[src/rtl/redmule_tile_sequencer_if.sv]
// Request/handshake bundle between the tile sequencer, the job register file
// and the streamer/engine side.
interface redmule_tile_sequencer_if #(
  parameter int unsigned ITER_W = 16
) ();
  logic              start_i;
  logic [ITER_W-1:0] m_iters_i;
  logic [ITER_W-1:0] k_iters_i;
  logic [ITER_W-1:0] n_iters_i;
  logic              y_en_valid_i;
  logic              y_en_i;
  logic              x_req_valid_o;
  logic              x_req_ready_i;
  logic              w_req_valid_o;
  logic              w_req_ready_i;
  logic              y_req_valid_o;
  logic              y_req_ready_i;
  logic              engine_done_i;
  logic              z_store_valid_o;
  logic              z_store_ready_i;
  logic [ITER_W-1:0] m_idx_o;
  logic [ITER_W-1:0] k_idx_o;
  logic [ITER_W-1:0] n_idx_o;
  logic              last_m_o;
  logic              last_k_o;
  logic              last_n_o;
  logic              busy_o;
  logic              done_o;

  // Sequencer side.
  modport master (
    input  start_i, m_iters_i, k_iters_i, n_iters_i, y_en_valid_i, y_en_i,
    input  x_req_ready_i, w_req_ready_i, y_req_ready_i, engine_done_i, z_store_ready_i,
    output x_req_valid_o, w_req_valid_o, y_req_valid_o, z_store_valid_o,
    output m_idx_o, k_idx_o, n_idx_o, last_m_o, last_k_o, last_n_o, busy_o, done_o
  );

  // Job/streamer/engine side.
  modport slave (
    output start_i, m_iters_i, k_iters_i, n_iters_i, y_en_valid_i, y_en_i,
    output x_req_ready_i, w_req_ready_i, y_req_ready_i, engine_done_i, z_store_ready_i,
    input  x_req_valid_o, w_req_valid_o, y_req_valid_o, z_store_valid_o,
    input  m_idx_o, k_idx_o, n_idx_o, last_m_o, last_k_o, last_n_o, busy_o, done_o
  );
endinterface

[src/rtl/redmule_tile_sequencer.sv]
// Walks the M/K/N tile loop nest of one RedMulE job: issues X/W/Y loads per
// inner tile, waits for the engine, and stores Z once per (m,k) output tile.
module redmule_tile_sequencer #(
  parameter int unsigned ITER_W       = 16,
  parameter bit          Y_EN_DEFAULT = 1'b1
) (
  input logic                      clk_i,
  input logic                      rst_ni,
  input logic                      clear_i,
  redmule_tile_sequencer_if.master bus
);

  localparam logic [ITER_W-1:0] One = ITER_W'(1);

  typedef enum logic [2:0] {StIdle, StLoad, StWaitEng, StStore, StDone} state_e;

  state_e            state_q, state_d;
  logic [ITER_W-1:0] m_iters_q, m_iters_d, k_iters_q, k_iters_d, n_iters_q, n_iters_d;
  logic [ITER_W-1:0] m_idx_q, m_idx_d, k_idx_q, k_idx_d, n_idx_q, n_idx_d;
  logic              y_en_q, y_en_d;
  logic              x_pend_q, x_pend_d, w_pend_q, w_pend_d, y_pend_q, y_pend_d;
  logic              last_m, last_k, last_n;
  logic              x_left, w_left, y_left, enter_load;

  assign last_m = (m_idx_q == m_iters_q - One);
  assign last_k = (k_idx_q == k_iters_q - One);
  assign last_n = (n_idx_q == n_iters_q - One);

  // Next-state, loop-index and per-stream pending-request logic.
  always_comb begin
    state_d    = state_q;
    m_iters_d  = m_iters_q;
    k_iters_d  = k_iters_q;
    n_iters_d  = n_iters_q;
    m_idx_d    = m_idx_q;
    k_idx_d    = k_idx_q;
    n_idx_d    = n_idx_q;
    y_en_d     = y_en_q;
    x_pend_d   = x_pend_q;
    w_pend_d   = w_pend_q;
    y_pend_d   = y_pend_q;
    enter_load = 1'b0;
    // A request still outstanding after this cycle's possible handshake.
    x_left     = x_pend_q & ~bus.x_req_ready_i;
    w_left     = w_pend_q & ~bus.w_req_ready_i;
    y_left     = y_pend_q & ~bus.y_req_ready_i;

    unique case (state_q)
      StIdle: begin
        if (bus.start_i) begin
          // A zero count still runs one tile.
          m_iters_d  = (bus.m_iters_i == '0) ? One : bus.m_iters_i;
          k_iters_d  = (bus.k_iters_i == '0) ? One : bus.k_iters_i;
          n_iters_d  = (bus.n_iters_i == '0) ? One : bus.n_iters_i;
          y_en_d     = bus.y_en_valid_i ? bus.y_en_i : Y_EN_DEFAULT;
          m_idx_d    = '0;
          k_idx_d    = '0;
          n_idx_d    = '0;
          enter_load = 1'b1;
        end
      end
      StLoad: begin
        x_pend_d = x_left;
        w_pend_d = w_left;
        y_pend_d = y_left;
        if (!x_left && !w_left && !y_left) state_d = StWaitEng;
      end
      StWaitEng: begin
        if (bus.engine_done_i) begin
          if (!last_n) begin
            n_idx_d    = n_idx_q + One;
            enter_load = 1'b1;
          end else begin
            state_d = StStore;
          end
        end
      end
      StStore: begin
        if (bus.z_store_ready_i) begin
          n_idx_d = '0;
          if (!last_k) begin
            k_idx_d    = k_idx_q + One;
            enter_load = 1'b1;
          end else if (!last_m) begin
            k_idx_d    = '0;
            m_idx_d    = m_idx_q + One;
            enter_load = 1'b1;
          end else begin
            state_d = StDone;
          end
        end
      end
      StDone:  state_d = StIdle;
      default: state_d = StIdle;
    endcase

    if (enter_load) begin
      state_d  = StLoad;
      x_pend_d = 1'b1;
      w_pend_d = 1'b1;
      // Y is only needed to seed the accumulator on the first inner tile.
      y_pend_d = y_en_d && (n_idx_d == '0);
    end
  end

  // State registers with synchronous reset and soft clear.
  always_ff @(posedge clk_i) begin
    if (!rst_ni || clear_i) begin
      state_q   <= StIdle;
      m_iters_q <= '0;
      k_iters_q <= '0;
      n_iters_q <= '0;
      m_idx_q   <= '0;
      k_idx_q   <= '0;
      n_idx_q   <= '0;
      y_en_q    <= 1'b0;
      x_pend_q  <= 1'b0;
      w_pend_q  <= 1'b0;
      y_pend_q  <= 1'b0;
    end else begin
      state_q   <= state_d;
      m_iters_q <= m_iters_d;
      k_iters_q <= k_iters_d;
      n_iters_q <= n_iters_d;
      m_idx_q   <= m_idx_d;
      k_idx_q   <= k_idx_d;
      n_idx_q   <= n_idx_d;
      y_en_q    <= y_en_d;
      x_pend_q  <= x_pend_d;
      w_pend_q  <= w_pend_d;
      y_pend_q  <= y_pend_d;
    end
  end

  assign bus.x_req_valid_o   = x_pend_q;
  assign bus.w_req_valid_o   = w_pend_q;
  assign bus.y_req_valid_o   = y_pend_q;
  assign bus.z_store_valid_o = (state_q == StStore);
  assign bus.m_idx_o         = m_idx_q;
  assign bus.k_idx_o         = k_idx_q;
  assign bus.n_idx_o         = n_idx_q;
  assign bus.last_m_o        = last_m;
  assign bus.last_k_o        = last_k;
  assign bus.last_n_o        = last_n;
  assign bus.busy_o          = (state_q != StIdle);
  assign bus.done_o          = (state_q == StDone);

endmodule

[src/flat_wrapper.sv]
// flat-port wrapper written by rule: the top's interface ports become plain ports
module redmule_tile_sequencer_flat 
#(
  parameter int unsigned ITER_W       = 16,
  parameter bit          Y_EN_DEFAULT = 1'b1
)
  (clk_i, rst_ni, clear_i, bus_start_i, bus_m_iters_i, bus_k_iters_i, bus_n_iters_i, bus_y_en_valid_i, bus_y_en_i, bus_x_req_ready_i, bus_w_req_ready_i, bus_y_req_ready_i, bus_engine_done_i, bus_z_store_ready_i, bus_x_req_valid_o, bus_w_req_valid_o, bus_y_req_valid_o, bus_z_store_valid_o, bus_m_idx_o, bus_k_idx_o, bus_n_idx_o, bus_last_m_o, bus_last_k_o, bus_last_n_o, bus_busy_o, bus_done_o);
  redmule_tile_sequencer_if #(.ITER_W(ITER_W)) bus_i ();
  input logic clk_i;
  input logic rst_ni;
  input logic clear_i;
  input wire logic [$bits(bus_i.start_i)-1:0] bus_start_i;
  input wire logic [$bits(bus_i.m_iters_i)-1:0] bus_m_iters_i;
  input wire logic [$bits(bus_i.k_iters_i)-1:0] bus_k_iters_i;
  input wire logic [$bits(bus_i.n_iters_i)-1:0] bus_n_iters_i;
  input wire logic [$bits(bus_i.y_en_valid_i)-1:0] bus_y_en_valid_i;
  input wire logic [$bits(bus_i.y_en_i)-1:0] bus_y_en_i;
  input wire logic [$bits(bus_i.x_req_ready_i)-1:0] bus_x_req_ready_i;
  input wire logic [$bits(bus_i.w_req_ready_i)-1:0] bus_w_req_ready_i;
  input wire logic [$bits(bus_i.y_req_ready_i)-1:0] bus_y_req_ready_i;
  input wire logic [$bits(bus_i.engine_done_i)-1:0] bus_engine_done_i;
  input wire logic [$bits(bus_i.z_store_ready_i)-1:0] bus_z_store_ready_i;
  output wire logic [$bits(bus_i.x_req_valid_o)-1:0] bus_x_req_valid_o;
  output wire logic [$bits(bus_i.w_req_valid_o)-1:0] bus_w_req_valid_o;
  output wire logic [$bits(bus_i.y_req_valid_o)-1:0] bus_y_req_valid_o;
  output wire logic [$bits(bus_i.z_store_valid_o)-1:0] bus_z_store_valid_o;
  output wire logic [$bits(bus_i.m_idx_o)-1:0] bus_m_idx_o;
  output wire logic [$bits(bus_i.k_idx_o)-1:0] bus_k_idx_o;
  output wire logic [$bits(bus_i.n_idx_o)-1:0] bus_n_idx_o;
  output wire logic [$bits(bus_i.last_m_o)-1:0] bus_last_m_o;
  output wire logic [$bits(bus_i.last_k_o)-1:0] bus_last_k_o;
  output wire logic [$bits(bus_i.last_n_o)-1:0] bus_last_n_o;
  output wire logic [$bits(bus_i.busy_o)-1:0] bus_busy_o;
  output wire logic [$bits(bus_i.done_o)-1:0] bus_done_o;
  assign bus_i.start_i = bus_start_i;
  assign bus_i.m_iters_i = bus_m_iters_i;
  assign bus_i.k_iters_i = bus_k_iters_i;
  assign bus_i.n_iters_i = bus_n_iters_i;
  assign bus_i.y_en_valid_i = bus_y_en_valid_i;
  assign bus_i.y_en_i = bus_y_en_i;
  assign bus_i.x_req_ready_i = bus_x_req_ready_i;
  assign bus_i.w_req_ready_i = bus_w_req_ready_i;
  assign bus_i.y_req_ready_i = bus_y_req_ready_i;
  assign bus_i.engine_done_i = bus_engine_done_i;
  assign bus_i.z_store_ready_i = bus_z_store_ready_i;
  assign bus_x_req_valid_o = bus_i.x_req_valid_o;
  assign bus_w_req_valid_o = bus_i.w_req_valid_o;
  assign bus_y_req_valid_o = bus_i.y_req_valid_o;
  assign bus_z_store_valid_o = bus_i.z_store_valid_o;
  assign bus_m_idx_o = bus_i.m_idx_o;
  assign bus_k_idx_o = bus_i.k_idx_o;
  assign bus_n_idx_o = bus_i.n_idx_o;
  assign bus_last_m_o = bus_i.last_m_o;
  assign bus_last_k_o = bus_i.last_k_o;
  assign bus_last_n_o = bus_i.last_n_o;
  assign bus_busy_o = bus_i.busy_o;
  assign bus_done_o = bus_i.done_o;
  redmule_tile_sequencer #(.ITER_W(ITER_W), .Y_EN_DEFAULT(Y_EN_DEFAULT)) u_core (.clk_i(clk_i), .rst_ni(rst_ni), .clear_i(clear_i), .bus(bus_i));
endmodule
[config.mk]
export PLATFORM = sky130hd
export DESIGN_NAME = redmule_tile_sequencer_flat
export DESIGN_NICKNAME = d
export VERILOG_FILES = /design/src/rtl/redmule_tile_sequencer_if.sv /design/src/rtl/redmule_tile_sequencer.sv /design/src/flat_wrapper.sv
export SDC_FILE = /design/constraint.sdc
export NUM_CORES = 1
export LEC_CHECK = 0
export CAP_MARGIN = 25
export CORE_AREA = 8 8 132 134
export CTS_BUF_LIST = sky130_fd_sc_hd__clkbuf_4 sky130_fd_sc_hd__clkbuf_8
export DETAILED_ROUTE_END_ITERATION = 16
export DIE_AREA = 0 0 140 142
export HOLD_SLACK_MARGIN = 0.1
export PLACE_DENSITY = 0.65
export SETUP_SLACK_MARGIN = 0.4
export SLEW_MARGIN = 20
export SYNTH_ARGS = -nofsm -noshare
export SYNTH_HDL_FRONTEND = slang
export SYNTH_SLANG_ARGS = --single-unit
[constraint.sdc]
create_clock -name clk_i -period 4.75 [get_ports clk_i]
set_clock_uncertainty 0.1 [all_clocks]
set_input_delay 0.95 -clock clk_i [delete_from_list [all_inputs] [get_ports clk_i]]
set_output_delay 0.95 -clock clk_i [all_outputs]
set_load 0.01 [all_outputs]
==> results of run 1 <==
-- synth_stat cells (4+ instances only) --
library cell,count
dfxtp_1,103
nand2_1,78
nor2_1,70
a21oi_1,49
xnor2_1,46
clkbuf_1,37
o21ai_0,34
a22o_1,32
nor4_1,28
inv_1,27
xor2_1,27
nor3_1,23
nand3_1,20
or3_1,19
and3_1,18
nand4_1,18
or4_1,14
a31oi_1,12
and2_1,11
a211oi_1,10
mux2i_1,10
buf_2,8
o211ai_1,7
ha_1,6
nand2b_1,6
or2_2,6
a21o_1,5
a31o_2,5
a32oi_1,4
nor2b_1,4
nor3b_1,4
-- critical path, cell delays in order, from the launching register on --
cell and delay, ps:
dfxtp_1 400, or4_1 670, nor3_4 210, mux2_2 360, mux2_2 250, o21a_1 200
nor3_2 250, dlygate4sd2_1 350
-- layout make-up --
cell class | count | area share (%)
clock buffers | 12 | 1.88
clock inverters | 3 | 0.246
inverters | 27 | 1.25
multi-input cells | 646 | 53.0
flip-flops and latches | 103 | 25.4
well taps | 192 | 2.95
repair buffers | 127 | 15.3
-- cells in the final DEF, fill, tap and decap left out, drive strengths merged, types with 4 or more instances in the layout --
cell type	n
clkdlybuf4s50	112
dfxtp	103
nand2	78
nor2	70
a21oi	49
xnor2	46
o21ai	39
a22o	32
nor4	30
xor2	27
inv	27
nor3	26
nand3	20
or3	20
nand4	20
and3	18
or4	15
a31oi	12
buf	12
clkbuf	12
and2	11
a211oi	11
mux2i	10
o211ai	7
or2	6
nand2b	6
ha	6
a21o	5
a31o	5
a32oi	4
nor3b	4
nor2b	4
nor4b	4
mux2	4
-- worst paths after layout --
check | from | to | slack [ps]
hold / removal | u_core.bus.w_req_valid_o | u_core.bus.w_req_valid_o | 390
setup reg to reg | u_core.m_iters_q[10] | u_core.bus.k_idx_o[15] | 740
setup / recovery | u_core.k_iters_q[4] | bus_last_k_o | 640
hold reg to reg | u_core.bus.w_req_valid_o | u_core.bus.w_req_valid_o | 390
-- sequential cells by signal (all words and copies together), names as in the netlist --
name                      flops
u_core.y_en_q                 1
u_core.bus.x_req_valid_o      1
u_core.bus.m_idx_o           16
u_core.bus.n_idx_o           16
u_core.bus.w_req_valid_o      1
u_core.k_iters_q             16
u_core.n_iters_q             16
u_core.m_iters_q             16
u_core.bus.y_req_valid_o      1
u_core.state_q                3
u_core.bus.k_idx_o           16
-- metal layers --
layer | GRT usage, % | share of wire (%) | vias up
li1 | - | - | 3227
met2 | 31.9 | 44 | 268
met3 | 3.99 | 7.2 | 41
met5 | 0 | 0 | -
met4 | 8.46 | 2.5 | 0
met1 | 26.7 | 46 | 3112
-- stage by stage --
| stage | std cells | total power [uW] | util (%) | worst slack, ps |
|---|---|---|---|---|
| global route | 1110 | 1870 | 52.7 | 484 |
| CTS | 1109 | 1790 | 52.4 | 334 |
| global placement | 1091 | 1260 | 50.8 | 588 |
| finish | 1110 | 1780 | 52.7 | 636 |
| detailed placement | 1091 | 1260 | 50.8 | 495 |
| floorplan | 823 | 1140 | - | 1140 |
-- cells by family after synthesis --
family / share of synthesized area [%]
simple gates: 29.0
flops: 31.3
compound gates: 22.1
fa+ha+maj: 1.14
xor+xnor: 9.72
buf+inv: 4.54
mux: 2.21
-- what timing repair did --
action,in CTS,in global routing
setup endpoints to repair,3,3
cloned,0,0
pin swaps,2,2
gates resized for setup,11,11
buffers inserted,3,1
-- power groups by stage --
stage | sequential, uW | clock (uW) | combinational [uW]
2_1_floorplan | 914 | 0 | 228
3_3_place_gp | 925 | 0 | 336
3_5_place_dp | 925 | 0 | 335
4_1_cts | 905 | 534 | 347
5_1_grt | 910 | 570 | 389
6_report | 907 | 515 | 358
==> key figures, run 1 <==
Routing
  – Pre-Repair DR Iteration Count: 5
  – Antenna Nets Post-Route: 0
  – Initial DRC count: 507
  – Vias per cell: 5.99
  – Routed Wire Length: 20.5 mm
  – Mean routed wirelength per cell: 18.5 um
  – Post-route DRC: 0
  – Via count: 6648

Synthesis
  – Ys async rst share: 0%
  – Post-synthesis net count: 888
  – Ys Warns: 0
  – Ranking of synthesized cells by area: dfxtp_1, xnor2_1, nand2_1, a22o_1, nor2_1
  – Syn Std Cell Area: 6580 sq um
  – Mapped Cells: 823
  – Dominant cell type by area after synthesis: dfxtp_1
  – Top-area cell type share of the netlist area: 31.3%
  – Main flop type after synthesis: dfxtp_1
  – Avg Cell Area, Syn: 8.00 sq um
  – Synth unique cells: 84
  – Number of synthesized flops with an enable pin: 0
  – Seq cells post-synth: 103
  – Post-synthesis sequential area ratio: 31.3%

Cells and area
  – Layout cells sized above 1: 8.82%
  – Synthesis-to-finish area growth: 23.7%
  – Antenna Cells: 0
  – Layout Nets: 979
  – Number of fill cells: 1494
  – Multi-input gate area: 4310 sq um
  – Register area: 2070 sq um
  – Cell area after layout: 8140 sq um

Floorplanning
  – Vert. Die Dim: 142 um
  – I/O pin cnt: 116
  – Die area: 19900 sq um
  – Die X: 140 um
  – Core area: 15400 sq um
  – Row count: 46
  – Starting Density: 42.7%

Critical path
  – Critical Path RT: 3700 ps
  – Critical Path AT: 3060 ps
  – R2R depth: 10
  – Max FO, Critical Path: 9
  – Capturing element type of the critical path: output pin
  – Critical Path Start Type: flip-flop
  – Kind of critical path: flip-flop to output pin

STA
  – Slew headroom: 45.1%
  – Setup TNS: 0 ps
  – RSZ-0062 raised after global routing: false
  – Fin. Hold Viols: 0
  – Final critical-path share of the clock period: 86.6%
  – Minimum clock period: 4110 ps
  – Maximum clock rate: 243 MHz
  – Slew Viols, Final: 0
  – Finish-stage setup viols: 0
  – Worst hold slack: 388 ps
  – Slew @ Worst Pin: 824 ps

Pwr
  – Gate power share: 20.1%
  – Pleak: 0.00297 uW
  – Pint: 1270 uW
  – Max rail drop VDD: 0.124 mV
  – Seq pwr share: 50.9%
  – Psw: 513 uW
  – Net Sw Frac: 28.8%
  – PD cells: 219 nW/um^2
  – Clock share of power: 29.0%

Status
  – Status: complete, no violations

CTS
  – Insertion delay to the later sink of the worst-skew pair: 380 ps
  – Max Root-Sink Buffers: 2
  – Clock Root Buffer: clkbuf_8
  – Clk pin slew, worst setup/hold paths: 90 ps
  – Hold-fix buffers, CTS: 0
  – Clk sinks: 103
  – Num CTS Buffers: 9
  – H-tree levels: 3
  – CTS tree: yes

Global routing
  – GR Overflow Total: 0
  – First-pass GRT wire length: 32.9 mm
  – Initial antenna violation count: 0
  – Largest net degree at the start of global routing: 22
  – Vias in the first global route: 6249
  – Aggregate global-route resource usage: 20.3%

Worst hold path
  – Hold Path Stages: 2
  – Worst Hold Class: flip-flop to flip-flop

Placement
  – Port Buffers: 115
  – Placer Congestion: 0.911
  – Cell Area, Placed: 7840 sq um
  – Post-detail-place hpwl: 15.4 mm

Flow run
  – Max_cap viols: 0
Note: power is estimated with default switching activity, not from simulation.
==> inputs of run 2 (changes only) <==
--- a/config.mk
+++ b/config.mk
@@ -13,7 +13,7 @@
 export HOLD_SLACK_MARGIN = 0.1
 export PLACE_DENSITY = 0.65
 export SETUP_SLACK_MARGIN = 0.4
-export SLEW_MARGIN = 20
+export SLEW_MARGIN = 10
 export SYNTH_ARGS = -nofsm -noshare
 export SYNTH_HDL_FRONTEND = slang
 export SYNTH_SLANG_ARGS = --single-unit
==> results of run 2 <==
The final DEF is identical to that of run 1; final timing and power are the same.
